<file path="config.mk">
export PLATFORM = sky130hd
export DESIGN_NAME = arb_mux_n
export DESIGN_NICKNAME = d
export VERILOG_FILES = /design/src/rtl/mux_pkg.sv /design/src/rtl/rr_pick.sv /design/src/rtl/arb_mux_n.sv
export SDC_FILE = /design/constraint.sdc
export NUM_CORES = 1
export LEC_CHECK = 0
export CORE_MARGIN = 5
export CORE_UTILIZATION = 30
export DETAILED_ROUTE_END_ITERATION = 8
export PLACE_DENSITY = 0.86
export SLEW_MARGIN = 20
export SYNTH_ARGS = -nofsm -noshare
export SYNTH_HDL_FRONTEND = slang
export SYNTH_SLANG_ARGS = --single-unit
</file>
<file path="constraint.sdc">
create_clock -name clk -period 1.4 [get_ports clk]
set_input_delay 0.14 -clock clk [delete_from_list [all_inputs] [get_ports clk]]
set_output_delay 0.14 -clock clk [all_outputs]
set_load 0.05 [all_outputs]
</file>
<file path="src/rtl/mux_pkg.sv">
// Shared types and helpers for the arb_mux_n selectable/arbitrated mux.
package mux_pkg;

    typedef enum logic {
        MUX_SEL_EXT = 1'b0,
        MUX_SEL_RR  = 1'b1
    } mux_mode_e;

    localparam int GRANT_CNT_W = 16;

    // Wrap-around increment that also works when n is not a power of two.
    function automatic int unsigned rr_next(input int unsigned ptr, input int unsigned n);
        return (ptr == n - 1) ? 0 : ptr + 1;
    endfunction

endpackage

</file>
<file path="src/rtl/rr_pick.sv">
// First-set-bit search over req, scanning start, start+1, ... modulo N.
module rr_pick #(
    parameter int N     = 4,
    parameter int SEL_W = $clog2(N)
) (
    input  logic [N-1:0]     req,
    input  logic [SEL_W-1:0] start,
    output logic [SEL_W-1:0] g,
    output logic             has_req
);

    int idx;

    // Scan from the far end so the candidate closest to start wins last.
    always_comb begin
        g       = '0;
        has_req = |req;
        idx     = 0;
        for (int k = N - 1; k >= 0; k--) begin
            idx = (int'(start) + k) % N;
            if (req[idx]) g = SEL_W'(idx);
        end
    end

endmodule

</file>
<file path="src/rtl/arb_mux_n.sv">
// N-channel registered mux with valid/ready on every port; external select or round-robin.
// Define ARB_MUX_N_GRANT_CNT_EN to add per-channel 16-bit grant counters on grant_cnt.
module arb_mux_n
    import mux_pkg::*;
#(
    parameter  int N     = 4,
    parameter  int W     = 32,
    parameter  int MODE  = 0,
    localparam int SEL_W = $clog2(N)
) (
    input  logic             clk,
    input  logic             rst_n,
    input  logic [N*W-1:0]   in_data,
    input  logic [N-1:0]     in_valid,
    output logic [N-1:0]     in_ready,
    input  logic [SEL_W-1:0] sel,
    output logic [W-1:0]     out_data,
    output logic [SEL_W-1:0] out_src,
    output logic             out_valid,
    input  logic             out_ready
`ifdef ARB_MUX_N_GRANT_CNT_EN
    ,
    output logic [N*GRANT_CNT_W-1:0] grant_cnt
`endif
);

    // state    | meaning
    // ST_EMPTY | output register holds no beat
    // ST_FULL  | output register holds a beat awaiting out_ready
    typedef enum logic {ST_EMPTY, ST_FULL} state_e;

    localparam int NP = 1 << SEL_W;

    state_e           state;
    logic             load_en;
    logic             has_req;
    logic             xfer;
    logic [SEL_W-1:0] g;
    logic [W-1:0]     sel_data;

    assign out_valid = (state == ST_FULL);
    assign load_en   = !out_valid || out_ready;
    assign xfer      = load_en && has_req;

    generate
        if (MODE == int'(MUX_SEL_RR)) begin : g_rr
            logic [SEL_W-1:0] rr_ptr;

            rr_pick #(.N(N), .SEL_W(SEL_W)) u_pick (
                .req     (in_valid),
                .start   (rr_ptr),
                .g       (g),
                .has_req (has_req)
            );

            always_ff @(posedge clk or negedge rst_n) begin
                if (!rst_n) begin
                    rr_ptr <= '0;
                end else if (xfer) begin
                    rr_ptr <= SEL_W'(rr_next(32'(g), N));
                end
            end
        end else begin : g_ext
            logic [NP-1:0] valid_pad;

            // Pad so an out-of-range sel reads a zero valid instead of indexing past N.
            assign valid_pad = NP'(in_valid);
            assign g         = sel;
            assign has_req   = (int'(sel) < N) && valid_pad[sel];
        end
    endgenerate

    always_comb begin
        in_ready = '0;
        if (xfer) in_ready = N'(1) << g;
    end

    always_comb begin
        sel_data = '0;
        for (int i = 0; i < N; i++) begin
            if (g == SEL_W'(i)) sel_data = in_data[i*W +: W];
        end
    end

    always_ff @(posedge clk or negedge rst_n) begin
        if (!rst_n) begin
            state    <= ST_EMPTY;
            out_data <= '0;
            out_src  <= '0;
        end else begin
            case (state)
                ST_EMPTY: begin
                    if (xfer) begin
                        state    <= ST_FULL;
                        out_data <= sel_data;
                        out_src  <= g;
                    end
                end
                ST_FULL: begin
                    if (out_ready) begin
                        if (xfer) begin
                            out_data <= sel_data;
                            out_src  <= g;
                        end else begin
                            state <= ST_EMPTY;
                        end
                    end
                end
                default: state <= ST_EMPTY;
            endcase
        end
    end

`ifdef ARB_MUX_N_GRANT_CNT_EN
    generate
        for (genvar i = 0; i < N; i++) begin : g_cnt
            always_ff @(posedge clk or negedge rst_n) begin
                if (!rst_n) begin
                    grant_cnt[i*GRANT_CNT_W +: GRANT_CNT_W] <= '0;
                end else if (xfer && g == SEL_W'(i)) begin
                    grant_cnt[i*GRANT_CNT_W +: GRANT_CNT_W] <=
                        grant_cnt[i*GRANT_CNT_W +: GRANT_CNT_W] + 1'b1;
                end
            end
        end
    endgenerate
`endif

endmodule

</file>
### Word level (Yosys, flattened, before mapping)

Cells that the tools add are included.

* order comparisons: 1
* bitwise logic cells: 1
* $mul: 0
* equal/unequal tests: 4
* add/subtract/negate cells: 0
* mux-type cells: 16
* divide/modulo/power cells: 0
* shift operators: 1
* reduce and logical (&&, ||, !) cells: 4

Operator list (number)
* 2-to-1 mux 32 bit: 6
* one-hot mux 32 bit (2 select lines): 1
* equality test 2 bit (second input constant): 2
* 2-to-1 mux 2 bit: 2
* 2-to-1 mux 4 bit: 1
* one-hot mux 2 bit (2 select lines): 1
* left shift 1 x 2 -> 4 bit (first input constant): 1
* less-than comparator 2 x 3 -> 1 bit (second input constant): 1
* 2-to-1 mux 1 bit: 3
* binary-select mux 1 bit (select 2 bit): 1
* equality test 2 x 1 -> 1 bit (second input constant): 1
* logical NOT 2 bit: 1
* != test 2 bit (second input constant): 1
* one-hot mux 1 bit (2 select lines): 1
* logical AND 1 bit: 1
* logical NOT 1 bit: 1
* logical OR 1 bit: 1
* inverter 1 bit: 1

* ROM bits: 0
* bits of input ports: 137
* RAM bits: 0
* logic and storage cells: 30
* memories: 0
* latch bits: 0
* flip-flop bits (word level): 35
* output and inout port bits: 39

### Logic depth before layout (Yosys ltp)

Gate-level depths: netlist of the first run.

* depth after elaboration: 8
* depth in mapped cells: 6
* mapped depth without buffers: 4

### Least setup slack after synthesis of the first run

Ideal clock, no wire load.

* kind: reg2out
* start point: register state (netlist: out_valid)
* end point: output in_ready[0]
* arrival: 2.322 ns
* cell stages (with the launch flop): 3
* required time: 1.260 ns
* slack: -1.062 ns
* buffers on the path: 0
* cells stage by stage: dfrtp_1 nor2b_1 nor4_1

* word-level cells in the longest chain between the ends: 4

Ends and longest elaborated chain
* start: declaration: line arb_mux_n.sv:34 `state_e state;`
* start signal: assignment: line arb_mux_n.sv:87 `state <= ST_EMPTY;`
* start signal: assignment: line arb_mux_n.sv:94 `state <= ST_FULL;`
* start signal: assignment: line arb_mux_n.sv:105 `state <= ST_EMPTY;`
* logical NOT 1 bit: line arb_mux_n.sv:42 `assign load_en = !out_valid || out_ready;`
* logical OR 1 bit: line arb_mux_n.sv:42
* logical AND 1 bit: line arb_mux_n.sv:43 `assign xfer = load_en && has_req;`
* 2-to-1 mux 4 bit: line arb_mux_n.sv:75 `if (xfer) in_ready = N'(1) << g;`
* end: declaration: line arb_mux_n.sv:15 `output logic [N-1:0] in_ready,`

No other way between the ends.

### Final worst setup path of the first run

* start point: register state (netlist: out_valid)
* end point: register out_data[27]

* word-level cells in the longest chain between the ends: 6
* elaborated cells between the ends (all ways): 8
* classes of those cells: eq/ne: 1; mux: 3; bitwise: 1; reduce/logical: 3

Ends and longest elaborated chain
* logical NOT 1 bit: line arb_mux_n.sv:42
* logical OR 1 bit: line arb_mux_n.sv:42
* logical AND 1 bit: line arb_mux_n.sv:43
* 2-to-1 mux 32 bit (2 in a row)
* one-hot mux 32 bit (2 select lines): line arb_mux_n.sv:91 `case (state)`
* end signal: assignment: line arb_mux_n.sv:95 `out_data <= sel_data;`
* end signal: assignment: line arb_mux_n.sv:102 `out_data <= sel_data;`
* end: declaration: line arb_mux_n.sv:17 `output logic [W-1:0] out_data,`

Parallel ways exist; a longest one is shown, timed or not. The select of a mux whose other input is x is not followed.
A chain may end at the register's enable or synchronous reset.

==> flow_summary.toml, run 1 <==
[die]
ios = 176
core_um2 = 7210
fp-row-count = 31
initial_utilization = 0.308
dieArea_um2 = 9230
die_h_um = 96.1
dieWidth_um = 96.1

[timing]
skew_ps = 4.17
rsz0062_at_grt = "yes"
period_needed_ps = 1570
maxSlewHeadroom = 0.695
finalSetupViolCount = 37
setup_slack_ps = -172
period_share = 1.12
tightest_slew_ps = 457
drv_slew = 0
hold_viol = 0
max_freq_ghz = 0.636

[pwr]
clkPwrFrac = 0.138
p_leak_nw = 1.95
switching_power_w = 0.00203
p_comb_frac = 0.576
intPower_w = 0.00309
p_sw_frac = 0.396
ir_worst_vdd_uv = 482
power.share.sequential = 0.286
total_power_w = 0.00512
p_per_area_nw_per_um2 = 1110

[layout]
final_util = 0.636
n_antenna_cell = 0
final-seq-area_um2 = 877
nFillCells = 557
multiInputGateArea_um2 = 1410
drive_above_1_share = 0.454
syn_to_final_growth_pct = 107
final_nets = 460

[cts]
clk_pin_slew_ps = 70
cts_tree = "done"
cts.htree.levels = 2
numCtsBuffers = 5
cts_sinks = 35
clk_latency_ps = 290
root_buffer = "clkbuf_8"
clockBufferDepth = 2

[critical_path]
cp_max_fo = 6
r2r_start = "out_valid"
r2r_end = "out_data[27]"
cp-startpoint = "out_valid"
critical_path_depth = 6
max_stage_delay_ps = 440
worstSetupPathType = "register to register"
rrSetupSlack_ps = -170
critPathCaptureType = "register"
crit_family = "flip-flops"
reg2reg_depth = 6
path_buf_inv = 2
path_cells = "nor2b_4 > nor3_4 > a31oi_4 > buf_12 > clkbuf_16 > mux2_4"
cp.arrival_ps = 1740
start_kind = "register"
worstPathRequired_ps = 1570
crit_slowest_cell = "dfrtp_2"

[yosys]
synth_top_area_cell = "dfrtp_1"
yosys-top-cells-area = "dfrtp_1, mux4_2, mux2_2, mux2_4, buf_6"
syn_nets = 266
syn_inst = 129
synth_seq_cells = 35
synth_top_area_share = 0.394
syn_avg_cell_area_um2 = 17.2
synth_seq_area_share = 0.394
yosysWarnings = 0
synthDistinctLibCells = 20
syn-cell-area_um2 = 2220

[status]
violations = "setup timing"
status = "finished with violations"

[route]
wl_um = 8190
drt_iter0_drc = 28
num_vias = 2024
wl_per_cell_um = 19.4
ant_nets = 0
drt_pass1_iterations = 5
drcViolationCount = 0
routed_via_density = 4.78

[place]
io_buffers = 175
dp_hpwl_um = 6520
place_congestion = 0.802
place_ws_ps = -384

[grt]
groute.usage.overall = 0.170
antenna_found_initial = 0
grt_max_degree = 22
grt_pass1_wl_um = 11800
grt-ovfl-total = 0
grt_pass1_vias = 2362

[run]
cap_viol_max_count = 0

[min_path]
hp-class = "input pin to asynchronous set/reset pin"
-- worst reg2reg max path, stage by stage (launching register included) --
cell and delay (ps):
dfrtp_2 440, nor2b_4 150, nor3_4 180, a31oi_4 60, buf_12 170, clkbuf_16 170
mux2_4 300
-- sequential cells by signal (all words and copies together) (netlist names) --
register / count
out_src: 2
out_valid: 1
out_data: 32
-- logic make-up (layout without fill, tap and decap cells) --
logic type	after synthesis	in the layout	synth area share
mux	67	67	0.524
simple gates	10	10	0.0276
compound gates	3	3	0.0141
buf+inv	14	209	0.0405
flops	35	35	0.394
-- power groups by stage --
stage / registers [W] / clock network, W / logic, W
6_report: 0.00146 / 0.000708 / 0.00295
3_5_place_dp: 0.00147 / 0 / 0.00277
2_1_floorplan: 0.00237 / 0 / 0.000643
5_1_grt: 0.00150 / 0.000790 / 0.00305
4_1_cts: 0.00146 / 0.000733 / 0.00280
3_3_place_gp: 0.00146 / 0 / 0.00272
-- area by class of cell --
cell class / instances / area share
clock buffer: 7 / 0.0166
clock inverter: 1 / 0.00109
inverter: 3 / 0.00245
multi-input combinational: 80 / 0.307
sequential: 35 / 0.191
tap: 99 / 0.0270
timing repair buffer: 198 / 0.455
-- what timing repair did --
action | in CTS | in global routing
resized for setup | 6 | 19
buffers inserted | 0 | 1
hold endpoints to repair | 17 | 0
hold buffers | 1 | 0
endpoints found under the setup margin | 37 | 37
pin swaps | 2 | 1
cloned | 0 | 4
-- per-stage QoR --
step                      hold WS [ps]  setup TNS, ps  area [um^2]  cells
after floorplan                   -156         -10850         2280    129
after global placement             114         -11010         4300    409
after detailed placement           127         -12180         4300    409
after CTS                          350          -4980         4410    418
after global routing               350          -7030         4590    423
final                              335          -5320         4590    423
-- routing by layer --
layer  wire length (um)  GRT usage
met1               2770      0.178
met2               4570      0.317
met3                752     0.0594
met4                 90     0.0486
met5                  0          0
-- placed cells by master, fill, tap and decap left out, types with 2 or more instances in the layout --
cell type        count
clkbuf_16            3
buf_4               39
buf_12              17
nor4_4               2
inv_1                3
mux4_2              32
nand2_1              2
dfrtp_1             34
mux2_4              33
clkbuf_1             2
nor2_4               2
clkbuf_8             5
clkdlybuf4s50_1    133
o21ai_0              2
buf_2                3
-- Yosys cell counts, drive strengths merged --
| cell | instances |
|---|---|
| dfrtp | 35 |
| mux2 | 34 |
| mux4 | 32 |
| buf | 9 |
| inv | 3 |
| clkbuf | 2 |
| nand2 | 2 |
| nor2 | 2 |
| nor4 | 2 |
| o21ai | 2 |
| a31oi | 1 |
| mux2i | 1 |
| nand2b | 1 |
| nand3 | 1 |
| nor2b | 1 |
| nor3 | 1 |
-- how the worst max path moves through the flow --
stage,to,slack (ps)
final,out_data[27],-170
after global placement,out_data[27],-340
after CTS,out_data[30],-170
after floorplan,out_data[17],-340
after global routing,out_data[8],-210
after detailed placement,out_data[30],-380
Note: power is estimated with default switching activity, not from simulation.
==> run 2, diff against run 1 <==
--- a/config.mk
+++ b/config.mk
@@ -8,7 +8,7 @@
 export CORE_MARGIN = 5
 export CORE_UTILIZATION = 30
 export DETAILED_ROUTE_END_ITERATION = 8
-export PLACE_DENSITY = 0.86
+export PLACE_DENSITY = 0.76
 export SLEW_MARGIN = 20
 export SYNTH_ARGS = -nofsm -noshare
 export SYNTH_HDL_FRONTEND = slang
==> run 2 against run 1 <==
Cell area decreased by 1.6%. First-iteration DRC count shrank 50%. Worst hold slack got worse by 47 ps. Largest cell class unchanged. Critical path depth is 2 lower. Final cell count increased by 0.47%. Wire length decreased by 3.9%. Non-clock buffer count rose by 2. Sequential power about the same. Global-route usage down 0.055 points. Register-to-register slack hardly changed. Clock power grew 13%. The flow still finishes with violations (setup timing).
==> flow_summary.toml, run 2 (synthesized netlist as in run 1, its figures left out) <==
[min_path]
hp-class = "input pin to register"

[grt]
antenna_found_initial = 0
grt_pass1_vias = 2419
grt_max_degree = 35
grt-ovfl-total = 0
grt_pass1_wl_um = 11800
groute.usage.overall = 0.169

[layout]
n_antenna_cell = 0
layout_common_cells = "clkdlybuf4s50_1, buf_4, dfrtp_1"
final-seq-area_um2 = 877
mostFrequentLayoutCell = "clkdlybuf4s50_1"
drive_above_1_share = 0.460
postLayoutCellArea_um2 = 4520
multiInputGateArea_um2 = 1350
nFillCells = 594
final_nets = 462
largest_register_ffs = 32
syn_to_final_growth_pct = 103
regMostFlops = "out_data"

[place]
place_congestion = 0.730
io_buffers = 175
dp_hpwl_um = 6300
place_ws_ps = -410
dpl_cell_area_um2 = 4260

[timing]
maxSlewHeadroom = 0.733
drv_slew = 0
hold_viol = 0
period_share = 1.12
finalSetupViolCount = 37
max_freq_ghz = 0.638
tightest_slew_ps = 401
rsz0062_at_grt = "yes"
setup_slack_ps = -168
fin_setup_tns_ps = -4650
skew_ps = 5.98
period_needed_ps = 1570

[cts]
clk_latency_ps = 280
numCtsBuffers = 5
cts_tree = "done"
cts_sinks = 35
root_buffer = "clkbuf_8"
clk_pin_slew_ps = 70
cts.htree.levels = 2
clockBufferDepth = 2

[status]
violations = "setup timing"
status = "finished with violations"

[die]
die_h_um = 96.1
fp-row-count = 31
dieWidth_um = 96.1
initial_utilization = 0.308
dieArea_um2 = 9230
core_um2 = 7210
ios = 176

[critical_path]
start_kind = "register"
critPathCaptureType = "primary output"
crit_top_cell = "buf_6"
cp_max_fo = 3
path_cells = "nor2b_4 > buf_6 > nor4_4 > buf_6"
max_stage_delay_ps = 430
path_buf_inv = 2
cp.arrival_ps = 1430
worstPathRequired_ps = 1260
worstSetupPathType = "register to primary output"
crit_slowest_cell = "dfrtp_2"
crit_family = "flip-flops"

[route]
wl_um = 7860
num_vias = 2011
routed_via_density = 4.73
drcViolationCount = 0
drt_iter0_drc = 14
ant_nets = 0
wl_per_cell_um = 18.5
drt_pass1_iterations = 2

[pwr]
total_power_w = 0.00506
p_per_area_nw_per_um2 = 1120
p_leak_nw = 1.87
ir_worst_vdd_uv = 496

[run]
cap_viol_max_count = 0
run 2: changes by cell type in the layout (fill, tap and decap cells not counted), moves of 2 or more:
| cell | before | now |
|---|---|---|
| buf_12 | 17 | 13 |
| buf_4 | 39 | 44 |
| clkbuf_8 | 5 | 7 |
| buf_6 | 1 | 3 |
| buf_16 | 0 | 2 |
| mux2_2 | 1 | 18 |
| mux2_4 | 33 | 16 |
| clkbuf_16 | 3 | 1 |
run 2: final cells by class:
cell class	count	area share
clock buffers	8	0.0222
inverters	3	0.00249
multi-input cells	80	0.298
flip-flops and latches	35	0.194
well taps	99	0.0274
repair buffers	200	0.456
run 2: power by group:
part           leakage, nW  internal [W]  switching (W)
clock               0.0515      0.000449       0.000348
combinational         1.41       0.00135        0.00147
sequential           0.407       0.00128       0.000166
run 2: stage by stage:
step                      utilization  hold WS (ps)  cells
after floorplan                     -          -156    129
after global placement          0.591          93.5    411
after detailed placement        0.591          97.8    411
after CTS                       0.619           279    424
after global routing            0.626           269    425
final                           0.626           287    425
run 2: worst reg2reg max path, delay by kind of cell, from the launching register on:
family | cells | cell delay (ps)
DFF | 1 | 390
muxes | 1 | 330
buffers and inverters | 2 | 310
and+or+nand+nor | 2 | 250
AOI/OAI and AO/OA | 1 | 170
run 2: path summary, 6_finish.rpt:
| check | slack, ps | depth (start not counted) | start | to |
|---|---|---|---|---|
| worst max-delay path | -170 | 4 | out_valid | in_ready[0] |
| worst min-delay path | 290 | 3 | sel[1] | out_src[1] |
| worst max register to register | -170 | 6 | out_valid | out_data[14] |
| worst min register to register | 510 | 1 | out_data[6] | out_data[6] |
| max in group asynchronous | 470 | 3 | rst_n | out_data[19] |
| min in group asynchronous | 340 | 2 | rst_n | out_data[7] |
run 2: what timing repair did:
action	in CTS	in global routing
hold buffers	1	0
pin swaps	1	2
setup endpoints to repair	37	37
resized for setup	7	6
setup buffers	2	0
endpoints found under the hold margin	17	0
gates cloned	2	1
run 2: metal layers:
| layer | up-vias | track usage | part of all wire |
|---|---|---|---|
| li1 | 912 | - | - |
| met1 | 999 | 0.179 | 0.35 |
| met2 | 92 | 0.317 | 0.55 |
| met3 | 8 | 0.0633 | 0.091 |
| met4 | 0 | 0.0379 | 0.010 |
| met5 | - | 0 | 0 |
